$ cat config.mk
export PLATFORM = sky130hd
export DESIGN_NAME = spike_layer
export DESIGN_NICKNAME = d
export VERILOG_FILES = /design/src/rtl/spike_layer.sv
export SDC_FILE = /design/constraint.sdc
export NUM_CORES = 1
export LEC_CHECK = 0
export ABC_AREA = 0
export CORE_MARGIN = 2
export CORE_UTILIZATION = 56
export DETAILED_ROUTE_END_ITERATION = 16
export PLACE_DENSITY_LB_ADDON = 0.05
export SLEW_MARGIN = 20
export SYNTH_ARGS = -nofsm -noshare
export SYNTH_HDL_FRONTEND = slang
export SYNTH_SLANG_ARGS = --single-unit
export TNS_END_PERCENT = 1
$ cat constraint.sdc
create_clock -name clk -period 3.15 [get_ports clk]
set_clock_uncertainty 0.1 [all_clocks]
set_input_delay 0.63 -clock clk [delete_from_list [all_inputs] [get_ports clk]]
set_output_delay 0.63 -clock clk [all_outputs]
set_load 0.01 [all_outputs]
$ cat src/rtl/spike_layer.sv
// spike_layer: time-multiplexed rate-coded neuron layer on one serial pulse engine (clk, rst, start, pixels -> busy, done, neuron_out, balance_out, balance_valid, neuron_idx; SPIKE_LAYER_CLAMP_EN saturates balance at 0)
module spike_layer #(
  parameter int WIDTH = 8,
  parameter int HEIGHT = 7,
  parameter int NEURONS = 4,
  parameter int THRESHOLD = 0,
  parameter logic [NEURONS*HEIGHT*(WIDTH+1)-1:0] WEIGHTS = '0,
  localparam int BW = $clog2(HEIGHT*(2**WIDTH-1)+1)+1,
  localparam int NW = NEURONS > 1 ? $clog2(NEURONS) : 1
) (
  input  logic                 clk,
  input  logic                 rst,
  input  logic                 start,
  input  logic [HEIGHT-1:0]    pixels,
  output logic                 busy,
  output logic                 done,
  output logic [NEURONS-1:0]   neuron_out,
  output logic signed [BW-1:0] balance_out,
  output logic                 balance_valid,
  output logic [NW-1:0]        neuron_idx
);
  localparam int PW = HEIGHT > 1 ? $clog2(HEIGHT) : 1;
  localparam logic [1:0] IDLE = 2'd0, RUN = 2'd1, EVAL = 2'd2, DONE = 2'd3;
  logic [1:0] state;
  logic [HEIGHT-1:0] pix;
  logic [NW-1:0] nidx;
  logic [PW-1:0] pidx;
  logic [WIDTH-1:0] slot;
  logic signed [BW-1:0] bal, held, bal_next;
  logic [WIDTH:0] w;
  logic pulse;
  always_comb begin
    w = WEIGHTS[(int'(nidx)*HEIGHT+int'(pidx))*(WIDTH+1) +: WIDTH+1];
    pulse = pix[pidx] && (slot < w[WIDTH-1:0]);
`ifdef SPIKE_LAYER_CLAMP_EN
    bal_next = w[WIDTH] ? (bal == '0 ? bal : bal - BW'(1)) : bal + BW'(1);
`else
    bal_next = w[WIDTH] ? bal - BW'(1) : bal + BW'(1);
`endif
  end
  assign busy = state == RUN || state == EVAL;
  assign done = state == DONE;
  assign balance_valid = state == EVAL;
  assign balance_out = balance_valid ? bal : held;
  assign neuron_idx = nidx;
  always_ff @(posedge clk) begin
    if (rst) begin
      state <= IDLE;
      pix <= '0;
      nidx <= '0;
      pidx <= '0;
      slot <= '0;
      bal <= '0;
      held <= '0;
      neuron_out <= '0;
    end else begin
      case (state)
        IDLE: if (start) begin
          pix <= pixels;
          neuron_out <= '0;
          bal <= '0;
          nidx <= '0;
          pidx <= '0;
          slot <= '0;
          state <= RUN;
        end
        RUN: begin
          slot <= slot + WIDTH'(1);
          if (pulse) bal <= bal_next;
          if (&slot) begin
            pidx <= pidx + PW'(1);
            if (pidx == PW'(HEIGHT-1)) state <= EVAL;
          end
        end
        EVAL: begin
          neuron_out[nidx] <= bal >= THRESHOLD;
          held <= bal;
          bal <= '0;
          pidx <= '0;
          if (nidx == NW'(NEURONS-1)) state <= DONE;
          else begin
            nidx <= nidx + NW'(1);
            state <= RUN;
          end
        end
        default: state <= IDLE;
      endcase
    end
  end
endmodule
==> flow_metrics.tcl <==
set metrics [dict create \
    arrival_ns 2.28 \
    seq_area_um2 861 \
    nNetsFinal 235 \
    fin_area_mm2 0.00224 \
    fin_hold_ws_ns 0.347 \
    slew_violations 0 \
    synthTopCellsByArea "dfxtp_1, ha_1, mux2_2" \
    endpoint_kind "primary output" \
    final.fill_count 297 \
    grt_pass1_wl_mm 6.11 \
    fin_cells 261 \
    ioPinCount 31 \
    rsz0062_at_grt "no" \
    ys_ff_latch 43 \
    synth_common_cells "dfxtp_1, nor2b_1, and2_1, ha_1" \
    p_per_area_mw_per_mm2 620 \
    setup_viol 0 \
    yosys_warnings 0 \
    rows 21 \
    worstPathRequired_ns 2.42 \
    synthCells 189 \
    die_w_um 62.5 \
    max-clock-path-buffers 2 \
    drive_above_1_share_pct 14.9 \
    hpwlAfterDp_mm 2.53 \
    cts_resized 0 \
    antenna_found_initial 0 \
    grt_use_met1_pct 22.2 \
    yosys_most_used_dff "dfxtp_1" \
    grt_pass1_vias 1425 \
    cp-start-kind "register" \
    max_slew_margin_pct 51.4 \
    htree_levels 2 \
    synth-seq-area-share_pct 45.0 \
    dieHeight_um 62.5 \
    worst-setup-path-type "register to primary output" \
    wl_per_cell_um 13.4 \
    fin_util_pct 67.6 \
    fin_crit_ns 3.01 \
    grt_overflow 0 \
    p_leak_nw 0.854 \
    tightest_slew_ns 0.727 \
    cts.hold.buffers_added 0 \
    pre_cts_ws_ns 0.542 \
    finalPower_mw 1.39 \
    synth_top_cell_area_share_pct 45.0 \
    yosysTopAreaCell "dfxtp_1" \
    clkLatencyLatePin_ns 0.36 \
    area_growth_pct 17.1 \
    via_per_inst 5.42 \
    globalRouteTotalUtil_pct 19.8 \
    fmax_mhz 332 \
    use_met2_pct 33.9 \
    syn_area_per_cell_um2 10.1 \
    synth_edf_count 0 \
    multiInputGateArea_um2 981 \
    cts.sinks 43 \
    post_cts_buffers 0 \
    placed_cells 253 \
    drt_pre_antenna_iters 4 \
    finalWorstSetupSlack_ns 0.139 \
    core-area_mm2 0.00331 \
    ant_nets 0 \
    async_flop_share_pct 0 \
    synth_most_common_cell "dfxtp_1" \
    outcome "complete, no violations" \
    synth_fp_nets 210 \
    drt_iter0_markers 23 \
    setup_tns_ns 0 \
    finalCritPeriodShare_pct 95.6 \
    grt_max_degree 20 \
    initial_core_util_pct 57.8 \
    drcViolationCount 0 \
    cts.clk_slew.worst_paths_ns 0.12 \
    dieArea_mm2 0.00390 \
    placement.io_buffers 23 \
    use_met3_pct 6.31 \
    cts_root_buffer "clkbuf_4" \
    n_antenna_cell 0 \
    drt_wl_total_mm 3.50 \
    cts_tree "done" \
    synthesis.area_mm2 0.00191 \
    busiest_layer "met2" \
    crit_fanout 10 \
    num_vias 1415 \
    dpl_cell_area_mm2 0.00219 \
    hold_viol 0 \
    peakVddDrop_mv 0.273 \
    cts_buffers 5 \
    hold_class "register to register" \
    gp_congestion 0.716 \
    ys_types 47 \
    max_cap_viol_count 0 \
]
routing by layer:
layer	wire [µm]	part of all wire [%]	vias to the layer above
met5	0	0	-
met4	87	2.5	0
met3	122	3.5	9
met2	1740	50	22
met1	1560	44	680
li1	-	-	704
flip-flops by register name, indices dropped and copies added, names as in the netlist:
signal,cells
bal,12
held,12
neuron_idx,2
neuron_out,4
pidx,3
slot,8
state,2
kinds of logic after synthesis:
family	after synthesis	synth area share (%)
DFF	43	45.0
buffers and inverters	17	3.73
xor gates and xnor gates	5	2.29
muxes	14	8.18
adders and majority gates	11	7.19
and+or+nand+nor	69	21.7
AOI/OAI and AO/OA	30	11.9
layout make-up:
type,count,share of cell area (%)
Multi-Input combinational cell,129,43.8
Sequential cell,43,38.4
Timing Repair Buffer,26,11.3
Tap cell,46,2.57
Clock buffer,6,1.84
Inverter,9,1.51
Clock inverter,2,0.559
cells in the final DEF, fill, tap and decap left out, types with 4 or more instances in the layout:
master,n
mux2_2,9
ha_1,11
clkbuf_4,5
dfxtp_1,43
a311oi_1,4
clkdlybuf4s50_1,23
mux2_1,4
a21oi_1,7
nand2_1,9
nor2b_1,13
nor2_1,9
inv_1,9
and2_1,11
nor3_1,6
worst max-delay path, stage by stage (launching register included):
cell and delay, ns:
dfxtp_1 0.36, inv_1 0.12, ha_1 0.37, buf_4 0.24, mux2_2 0.35, clkdlybuf4s50_1 0.48
power by group:
part | internal (mW) | total (mW) | switching, mW | leakage, nW
logic | 0.214 | 0.524 | 0.310 | 0.479
registers | 0.572 | 0.602 | 0.0297 | 0.347
clock network | 0.0862 | 0.262 | 0.176 | 0.0282
final timing paths:
| path | from | endpoint | slack (ns) | cells after the start |
|---|---|---|---|---|
| min | bal[1]$_SDFFE_PP0P_ | bal[1]$_SDFFE_PP0P_ | 0.35 | 2 |
| min reg2reg | bal[1]$_SDFFE_PP0P_ | bal[1]$_SDFFE_PP0P_ | 0.35 | 2 |
| max | state[0]$_SDFFE_PP0P_ | balance_out[6] | 0.14 | 5 |
| max reg2reg | state[1]$_SDFFE_PP0P_ | slot[3]$_SDFFE_PP0P_ | 1.23 | 5 |
Power figures use the tool's default switching activity.
